**config.mk**
```make
export PLATFORM = sky130hd
export DESIGN_NAME = button_event_arbiter
export DESIGN_NICKNAME = d
export VERILOG_FILES = /design/src/rtl/button_event_arbiter.sv
export SDC_FILE = /design/constraint.sdc
export NUM_CORES = 1
export LEC_CHECK = 0
export CAP_MARGIN = 20
export CELL_PAD_IN_SITES_DETAIL_PLACEMENT = 1
export CELL_PAD_IN_SITES_GLOBAL_PLACEMENT = 1
export CORE_ASPECT_RATIO = 1.25
export CORE_MARGIN = 3
export CORE_UTILIZATION = 40
export CTS_CLUSTER_DIAMETER = 150
export DETAILED_ROUTE_END_ITERATION = 8
export GPL_TIMING_DRIVEN = 0
export PLACE_DENSITY = 0.73
export SLEW_MARGIN = 20
export SYNTH_ARGS = -nofsm -noshare
export SYNTH_HDL_FRONTEND = slang
export SYNTH_SLANG_ARGS = --single-unit
```
**constraint.sdc**
```tcl
create_clock -name clk -period 1.4 [get_ports clk]
set_clock_uncertainty 0.2 [all_clocks]
set_input_delay 0.35 -clock clk [delete_from_list [all_inputs] [get_ports clk]]
set_output_delay 0.35 -clock clk [all_outputs]
set_load 0.05 [all_outputs]
```
**src/rtl/button_event_arbiter.sv**
```systemverilog
// Button conditioning (sync, debounce, rising-edge) feeding a round-robin valid/ready event arbiter.
// Optional macro BTN_ARB_OVERRUN_CNT_EN adds a saturating dropped-press counter output overrun_cnt.
module button_event_arbiter #(
    parameter int unsigned NUM_BTN         = 4,
    parameter int unsigned DEBOUNCE_CYCLES = 16,
    parameter int unsigned ID_W            = 2
) (
    input  logic               clk,
    input  logic               rst,
    input  logic [NUM_BTN-1:0] btn,
    output logic               evt_valid,
    output logic [ID_W-1:0]    evt_id,
    input  logic               evt_ready,
    output logic [NUM_BTN-1:0] btn_level,
    output logic               overrun
`ifdef BTN_ARB_OVERRUN_CNT_EN
    ,
    output logic [7:0]         overrun_cnt
`endif
);

    localparam int unsigned CNT_W = $clog2(DEBOUNCE_CYCLES);

    typedef enum logic {IDLE, OFFER} state_t;

    state_t             state;
    logic [NUM_BTN-1:0] s1, s2, level_d, rise, pending, accept, drop;
    logic [CNT_W-1:0]   cnt [NUM_BTN];
    logic [ID_W-1:0]    rr_ptr, pick_id, next_ptr;
    logic               pick_ok;

    always_ff @(posedge clk) begin
        if (!rst) begin
            s1        <= '0;
            s2        <= '0;
            level_d   <= '0;
            btn_level <= '0;
            for (int unsigned i = 0; i < NUM_BTN; i++) cnt[i] <= '0;
        end else begin
            s1      <= btn;
            s2      <= s1;
            level_d <= btn_level;
            for (int unsigned i = 0; i < NUM_BTN; i++) begin
                if (s2[i] == btn_level[i]) begin
                    cnt[i] <= '0;
                end else if (cnt[i] == CNT_W'(DEBOUNCE_CYCLES - 1)) begin
                    btn_level[i] <= ~btn_level[i];
                    cnt[i]       <= '0;
                end else begin
                    cnt[i] <= cnt[i] + CNT_W'(1);
                end
            end
        end
    end

    assign rise = btn_level & ~level_d;
    assign drop = rise & pending & ~accept;

    always_comb begin
        accept = '0;
        if (state == OFFER && evt_ready) accept[evt_id] = 1'b1;
    end

    // Two passes give the cyclic search: indices at/after rr_ptr first, then wrap from 0.
    always_comb begin
        pick_ok = 1'b0;
        pick_id = '0;
        for (int unsigned i = 0; i < NUM_BTN; i++) begin
            if (!pick_ok && pending[i] && i >= 32'(rr_ptr)) begin
                pick_ok = 1'b1;
                pick_id = ID_W'(i);
            end
        end
        for (int unsigned i = 0; i < NUM_BTN; i++) begin
            if (!pick_ok && pending[i]) begin
                pick_ok = 1'b1;
                pick_id = ID_W'(i);
            end
        end
    end

    assign next_ptr = (evt_id == ID_W'(NUM_BTN - 1)) ? '0 : evt_id + ID_W'(1);

    always_ff @(posedge clk) begin
        if (!rst) begin
            state     <= IDLE;
            evt_valid <= 1'b0;
            evt_id    <= '0;
            rr_ptr    <= '0;
            pending   <= '0;
            overrun   <= 1'b0;
        end else begin
            // A new press in the accept cycle survives: set wins over clear.
            pending <= (pending & ~accept) | rise;
            if (|drop) overrun <= 1'b1;
            case (state)
                IDLE: begin
                    if (pick_ok) begin
                        evt_id    <= pick_id;
                        evt_valid <= 1'b1;
                        state     <= OFFER;
                    end
                end
                OFFER: begin
                    if (evt_ready) begin
                        evt_valid <= 1'b0;
                        rr_ptr    <= next_ptr;
                        state     <= IDLE;
                    end
                end
                default: state <= IDLE;
            endcase
        end
    end

`ifdef BTN_ARB_OVERRUN_CNT_EN
    logic [4:0] drop_n;
    logic [8:0] cnt_sum;

    always_comb begin
        drop_n = '0;
        for (int unsigned i = 0; i < NUM_BTN; i++) drop_n = drop_n + {4'b0, drop[i]};
    end

    assign cnt_sum = {1'b0, overrun_cnt} + {4'b0, drop_n};

    always_ff @(posedge clk) begin
        if (!rst)            overrun_cnt <= '0;
        else if (cnt_sum[8]) overrun_cnt <= 8'hFF;
        else                 overrun_cnt <= cnt_sum[7:0];
    end
`endif

endmodule

```
==> After elaboration in Yosys (flattened, before gate mapping) <==
Memory sizes are Yosys's and may differ from the RTL's.
Cells that the tools add are included.
{ "classes": {"addsub": 5, "magnitude_cmp": 5, "n_eq_ne": 11, "n_mux": 82, "bitwise": 28, "n_reduce_logical": 27} }
{ "ops": {"columns": ["operator", "n"], "rows": [
  ["$mux 1", 59],
  ["$mux 4", 13],
  ["$add 4x1->4 const B", 4],
  ["$and 4x4->4", 4],
  ["$eq 4x4->1 const B", 4],
  ["$mux 2", 7],
  ["$reduce_and 2->1", 7],
  ["$logic_and 1x1->1", 12],
  ["$or 1x1->1", 12],
  ["$not 1->1", 9],
  ["$not 4->4", 2],
  ["$logic_not 1->1", 7],
  ["$eq 1x1->1", 4],
  ["$ge 1x2->1 const A", 2],
  ["$ne 2x2->1 const B", 2],
  ["$or 4x4->4", 1],
  ["$pmux 1 s2", 2],
  ["$reduce_or 4->1", 1],
  ["$lt 2x3->1 const B", 1],
  ["$add 2x1->2 const B", 1],
  ["$demux 1 s2", 1],
  ["$eq 2x2->1 const B", 1],
  ["$ge 2x1->1 const B", 1],
  ["$ge 2x2->1 const A", 1]
]} }
{ "word_totals": {"ff_bits": 27, "mem_bits_rw": 16, "inputBits": 7, "output_inout_bits": 8, "elab_cells": 172, "n_memories": 1} }
{ "mem_list": {"columns": ["name", "words", "width", "read_ports", "rd_clocked_by_memory_dff", "wr", "line_no", "source"], "rows": [
  ["cnt", 4, 4, 4, 0, 4, "28", "logic [CNT_W-1:0] cnt [NUM_BTN];"]
]} }

==> Depth between registers and ports, before layout <==
Gate-level depths: netlist of run 1.
{ "depth": {"word_depth": 28, "mapped_depth": 5, "ltp_nobuf": 5} }

==> Least setup slack after synthesis of run 1 <==
No wires, ideal clock.
{ "synth_path": {"path_kind": "reg2reg", "startpoint": "reg evt_id[0]", "endpoint": "reg overrun", "setup_ps": 77, "arrival_time_ps": 1461, "required_ps": 1123, "slack_ps": -338, "path_stages_with_launch": 5, "path_buffers": 0, "synth_period_minus_slack_ps": 1738, "cell_sequence": "dfxtp_1 > inv_1 > ha_1 > a211o_1 > a41oi_2"} }
{ "synth_via": {"elab_chain_len": 8, "elab_cells_between_ends": 9, "classes_between": "2 x order compare; 3 x mux; 2 x bitwise; 2 x reduce/logical"} }
{ "synth_lines": {"columns": ["item", "line_no", "source"], "rows": [
  ["from (decl)", "12", "output logic [ID_W-1:0] evt_id,"],
  ["from (signal assigned)", "99", "evt_id <= pick_id;"],
  ["$lt 2x3->1 (implied by the code) or $ge 2x1->1 (tied branches)", "61", "if (state == OFFER && evt_ready) accept[evt_id] = 1'b1;"],
  ["$logic_and 1x1->1 (implied by the code)", "61", null],
  ["$mux 1 (implied by the code)", "61", null],
  ["$demux 1 s2 (*)", "61", null],
  ["$mux 4 (*)", "61", null],
  ["$not 4->4 (*)", "57", "assign drop = rise & pending & ~accept;"],
  ["$and 4x4->4 (*)", "57", null],
  ["$reduce_or 4->1 (*)", "95", "if (|drop) overrun <= 1'b1;"],
  ["to (signal assigned)", "91", "overrun <= 1'b0;"],
  ["to (signal assigned)", "95", null],
  ["to (decl)", "15", "output logic overrun"]
]} }
Mark *: on every way between the ends. The rest lies on a longest branch, timed or not.
A chain may end at the register's enable or synchronous reset.

==> out/results.ini, run 1 <==
[critical_path]
start_kind = flip-flop
max_stage_delay_ns = 0.43
startpoint = cnt[0][0]$_SDFFCE_PN0P_
cp.required_ns = 1.25
path_class = flip-flop to flip-flop
arrival_ns = 1.22
path_max_fanout = 2
path_cells = ha_2 > xor2_1 > and3_1
crit_buf_inv = 0
crit_path_end_kind = flip-flop
r2r_start = cnt[0][0]$_SDFFCE_PN0P_
crit_slowest_cell = edfxtp_1
crit_family = flip-flops

[clock_tree]
clk_latency_ns = 0.29
cts.sink_count = 43
cts_buffers = 5
ctsHoldBuffers = 0
root_buffer = clkbuf_8
clkTransAtPathRegs_ns = 0.08
tritoncts = yes
cts.htree.levels = 2
clock_path_buffers = 2

[global_route]
grt_max_degree = 13
use_met2_pct = 27.5
grt_pass1_vias = 1394
grt_pass1_wl_um = 5990
grt-busiest-layer = met2
use_met1_pct = 15.7
grt_use_met3_pct = 3.83
grtUsageTotal_pct = 14.9
antenna_found_initial = 0
grt_overflow_total = 0

[logic_synthesis]
synth-seq-area-share_pct = 56.0
syn_area_um2 = 1820
synth_top_area_share_pct = 29.6
synth_cells = 174
ys_warn_count = 0
avgSynthCellArea_um2 = 10.5
ys_top_cells_by_area = dfxtp_1 30%, edfxtp_1 26%, xor2_1 5.8%
ys_ff_latch = 43
yosysTopAreaCell = dfxtp_1
synthDistinctLibCells = 30

[drt]
routed_wl_um = 3640
wl_per_cell_um = 13.2
vias = 1343
route.detailed.drc = 0
drt-pass1-iter-count = 4
via_per_inst = 4.87
drtIter0Drc = 42
ant_nets = 0

[placement]
io_buffers = 14
dp_slack_ns = -0.650
place_congestion = 0.757
hpwl_um = 2620

[power_and_ir_drop]
vdd_ir_drop_max_v = 0.000573
p_leak_nw = 1.02
power_w = 0.00221
power-per-cell-area_nw_per_um2 = 918

[die]
num_rows = 26
die_w_um = 66.4
dieArea_um2 = 5410
initial_core_util_pct = 43.1
ios = 15
coreArea_um2 = 4230
fp.dieH_um = 81.5

[sta]
whs_ns = 0.238
maxSlewViolCount = 0
finalCritPeriodShare_pct = 98.1
fin_ws_ns = 0.0259
grt_setup_unrepaired = true
hold_viol_final = 0
final-setup-viol-count = 0
timing.final.crit_period_ns = 1.37
max_freq_ghz = 0.728

[run]
max_cap_violations = 0

[min_path]
hp-start = s1[3]$_SDFF_PN0_
min_path_type = flip-flop to flip-flop

[final_layout]
mostFrequentLayoutCell = nor2_1
antenna_cells = 0
final_nets = 234
drive_above_1_share_pct = 26.4
area_growth_pct = 31.6
mostFrequentLayoutCells = 22 x nor2_1, 16 x edfxtp_1, 16 x conb_1, 16 x dfxtp_1

[outcome]
status = finished, final reports clean

layer usage:
| metal | vias up | wire length [µm] |
|---|---|---|
| li1 | 663 | - |
| met1 | 659 | 1470 |
| met2 | 15 | 2000 |
| met3 | 6 | 106 |
| met4 | 0 | 73 |
| met5 | - | 0 |
cell type report:
class                      instances  area (µm²)
buffer                             4        33.8
clock buffer                       7        76.3
clock inverter                     1        5.00
fill                             462        1830
inverter                          11        41.3
multi-input combinational        131         881
sequential                        43        1050
tap                               56        70.1
timing repair buffer              23         241
metrics by stage:
step | util, % | setup TNS (ns) | instances | instance area (µm²)
3_5_place_dp | 49.7 | -19.83 | 259 | 2100
6_report | 56.8 | 0 | 276 | 2400
2_1_floorplan | - | -0.0229 | 189 | 1890
3_3_place_gp | 49.7 | -19.72 | 259 | 2100
4_1_cts | 53.4 | 0 | 271 | 2260
5_1_grt | 56.8 | -0.0483 | 276 | 2400
cell usage after synthesis (all sizes together):
master / n
nor2: 25
nand2: 8
a41oi: 1
xor2: 12
conb: 1
inv: 11
nand2b: 1
nand3: 13
a31oi: 2
nor2b: 4
clkbuf: 3
dfxtp: 27
mux2i: 4
o21a: 1
nand4b: 1
ha: 8
nor3: 1
buf: 1
a211oi: 2
o221ai: 2
and3: 4
and2: 13
a211o: 1
a21oi: 7
a21o: 1
o21ai: 3
nor4: 1
edfxtp: 16
what timing repair did:
action | CTS | global route
pin swaps | 3 | 10
endpoints found under the setup margin | 49 | 27
endpoints found under the hold margin | 0 | 0
resized for setup | 71 | 28
setup buffers | 4 | 5
worst paths after layout:
check	endpoint	cells past startpoint	slack (ns)
hold / removal	s2[3]$_SDFF_PN0_	1	0.24
setup reg to reg	cnt[0][2]$_SDFFCE_PN0P_	3	0.03
hold reg to reg	s2[3]$_SDFF_PN0_	1	0.24
setup / recovery	cnt[0][2]$_SDFFCE_PN0P_	3	0.03
power breakdown:
| part | internal (W) | leakage [nW] | switching (W) |
|---|---|---|---|
| sequential | 0.00132 | 0.392 | 0.0000238 |
| clock | 0.000350 | 0.0422 | 0.000391 |
| combinational | 0.0000600 | 0.585 | 0.0000650 |
| total | 0.00173 | 1.02 | 0.000480 |
registers in the layout, indices dropped and copies added, names as in the netlist:
register	count
btn_level	4
cnt	16
evt_id	2
evt_valid	1
level_d	4
overrun	1
pending	4
rr_ptr	2
s1	4
s2	4
state	1
cell families (layout without fill, tap and decap cells):
group	Yosys count	count (layout)	synth area share (%)
muxes	4	4	2.19
adders and majority gates	8	8	5.49
and+or+nand+nor	71	71	19.5
other	1	16	0.206
buffers and inverters	15	46	3.50
DFF	43	43	56.0
xor gates and xnor gates	12	12	5.76
AOI/OAI and AO/OA	20	20	7.41
Power figures use the tool's default switching activity.
==> run 2, diff against run 1 <==
- CORE_MARGIN: 3 -> 10
==> out/results.ini, run 2 (same netlist as run 1, synthesis figures left out) <==
[outcome]
status = finished, final reports clean

[final_layout]
final_util_pct = 53.9
largest_reg_flops = 16
area_growth_pct = 30.7
mostFrequentLayoutCells = 23 x nor2_1, 16 x edfxtp_1, 16 x conb_1
n_fill_cell = 497
drive_above_1_share_pct = 26.2
top_register = cnt
final_nets = 235
antenna_cells = 0
mostFrequentLayoutCell = nor2_1

[sta]
finalCritPeriodShare_pct = 99.2
grt_setup_unrepaired = true
whs_ns = 0.242
max_freq_ghz = 0.720
timing.final.crit_period_ns = 1.39
final-setup-viol-count = 0
hold_viol_final = 0
maxSlewViolCount = 0

[clock_tree]
clkTransAtPathRegs_ns = 0.08
cts.htree.levels = 2
clock_path_buffers = 2
root_buffer = clkbuf_8
cts.sink_count = 43
cts_buffers = 5
tritoncts = yes
clk_latency_ns = 0.30
ctsHoldBuffers = 0

[power_and_ir_drop]
p_leak_nw = 1.02
power_frac_seq_pct = 59.7
p_int_w = 0.00172
clkPwrFrac_pct = 34.8
p_sw_w = 0.000522
vdd_ir_drop_max_v = 0.000675
p_sw_share_pct = 23.2
power-per-cell-area_nw_per_um2 = 941
combPwrFrac_pct = 5.5

[critical_path]
crit_path_end_kind = flip-flop
arrival_ns = 1.25
path_max_fanout = 2
path_class = flip-flop to flip-flop
cp.required_ns = 1.26
start_kind = flip-flop

[drt]
route.detailed.drc = 0
routed_wl_um = 4050
vias = 1327
highest_layer = met4
via_per_inst = 4.76
met2_length_um = 2170
ant_nets = 0
wl_per_cell_um = 14.5
wl_met3_um = 152
wl_met1_um = 1680
drt-pass1-iter-count = 4
drtIter0Drc = 63

[global_route]
grt_pass1_vias = 1422
grt_pass1_wl_um = 6430
grt_overflow_total = 0
grtUsageTotal_pct = 10.8
grt_max_degree = 14
antenna_found_initial = 0

[placement]
place_congestion = 0.819
io_buffers = 14
hpwl_um = 2770

[die]
die_w_um = 80.4
fp.dieH_um = 95.5
initial_core_util_pct = 41.2
num_rows = 27
ios = 15
dieArea_um2 = 7680
coreArea_um2 = 4430

[run]
max_cap_violations = 0

[min_path]
min_path_type = flip-flop to flip-flop

-- run 2: cell count changes in the layout (fill, tap and decap cells not counted), sizes merged --
cell / before / now
clkbuf: 10 / 9
buf: 18 / 19
clkinvlp: 0 / 1
-- run 2: metal layers --
metal	vias up	track usage (%)
met3	5	3.86
met1	644	10.9
met4	0	5.15
li1	664	-
met2	14	19.3
met5	-	0
-- run 2: power groups by stage --
| stage | clock network [W] | registers [W] | logic, W |
|---|---|---|---|
| 5_1_grt | 0.000852 | 0.00135 | 0.000141 |
| 4_1_cts | 0.000794 | 0.00134 | 0.000111 |
| 3_3_place_gp | 0 | 0.00137 | 0.0000943 |
| 6_report | 0.000782 | 0.00134 | 0.000123 |
| 2_1_floorplan | 0 | 0.00137 | 0.0000584 |
| 3_5_place_dp | 0 | 0.00138 | 0.0000998 |
-- run 2: stage by stage --
step / total power, W / instance area, µm² / setup slack [ns] / TNS (ns) / instances
final: 0.00225 / 2380 / 0.0117 / 0 / 279
after global routing: 0.00234 / 2380 / -0.0442 / -0.190 / 279
after CTS: 0.00224 / 2270 / 0.00101 / 0 / 273
after detailed placement: 0.00148 / 2110 / -0.706 / -20.87 / 261
after global placement: 0.00147 / 2110 / -0.611 / -19.95 / 261
after floorplan: 0.00143 / 1890 / -0.0229 / -0.0229 / 189
-- run 2: layout make-up --
type | instances | area (µm²) | area share [%]
multi-input cells | 131 | 856 | 35.9
flip-flops and latches | 43 | 1050 | 44.1
repair buffers | 24 | 245 | 10.3
inverters | 11 | 41.3 | 1.73
plain buffers | 4 | 33.8 | 1.42
clock buffers | 6 | 72.6 | 3.04
well taps | 58 | 72.6 | 3.04
clock inverters | 2 | 12.5 | 0.525
-- run 2: path summary, 6_finish.rpt --
kind	start	to	slack, ns	cells after the start
worst max-delay path	cnt[0][1]$_SDFFCE_PN0P_	cnt[0][2]$_SDFFCE_PN0P_	0.01	3
worst min-delay path	s1[1]$_SDFF_PN0_	s2[1]$_SDFF_PN0_	0.24	1
worst max register to register	cnt[0][1]$_SDFFCE_PN0P_	cnt[0][2]$_SDFFCE_PN0P_	0.01	3
worst min register to register	s1[1]$_SDFF_PN0_	s2[1]$_SDFF_PN0_	0.24	1
-- run 2: critical path, stage by stage, from the launching register on --
cell and delay (ns):
edfxtp_1 0.41, ha_2 0.23, xor2_1 0.14, and3_1 0.17
-- run 2: timing repair --
action | 4_1_cts | 5_1_grt
pin swaps | 4 | 12
resized for setup | 73 | 21
buffers inserted | 4 | 6
setup endpoints to repair | 45 | 28
endpoints found under the hold margin | 0 | 0
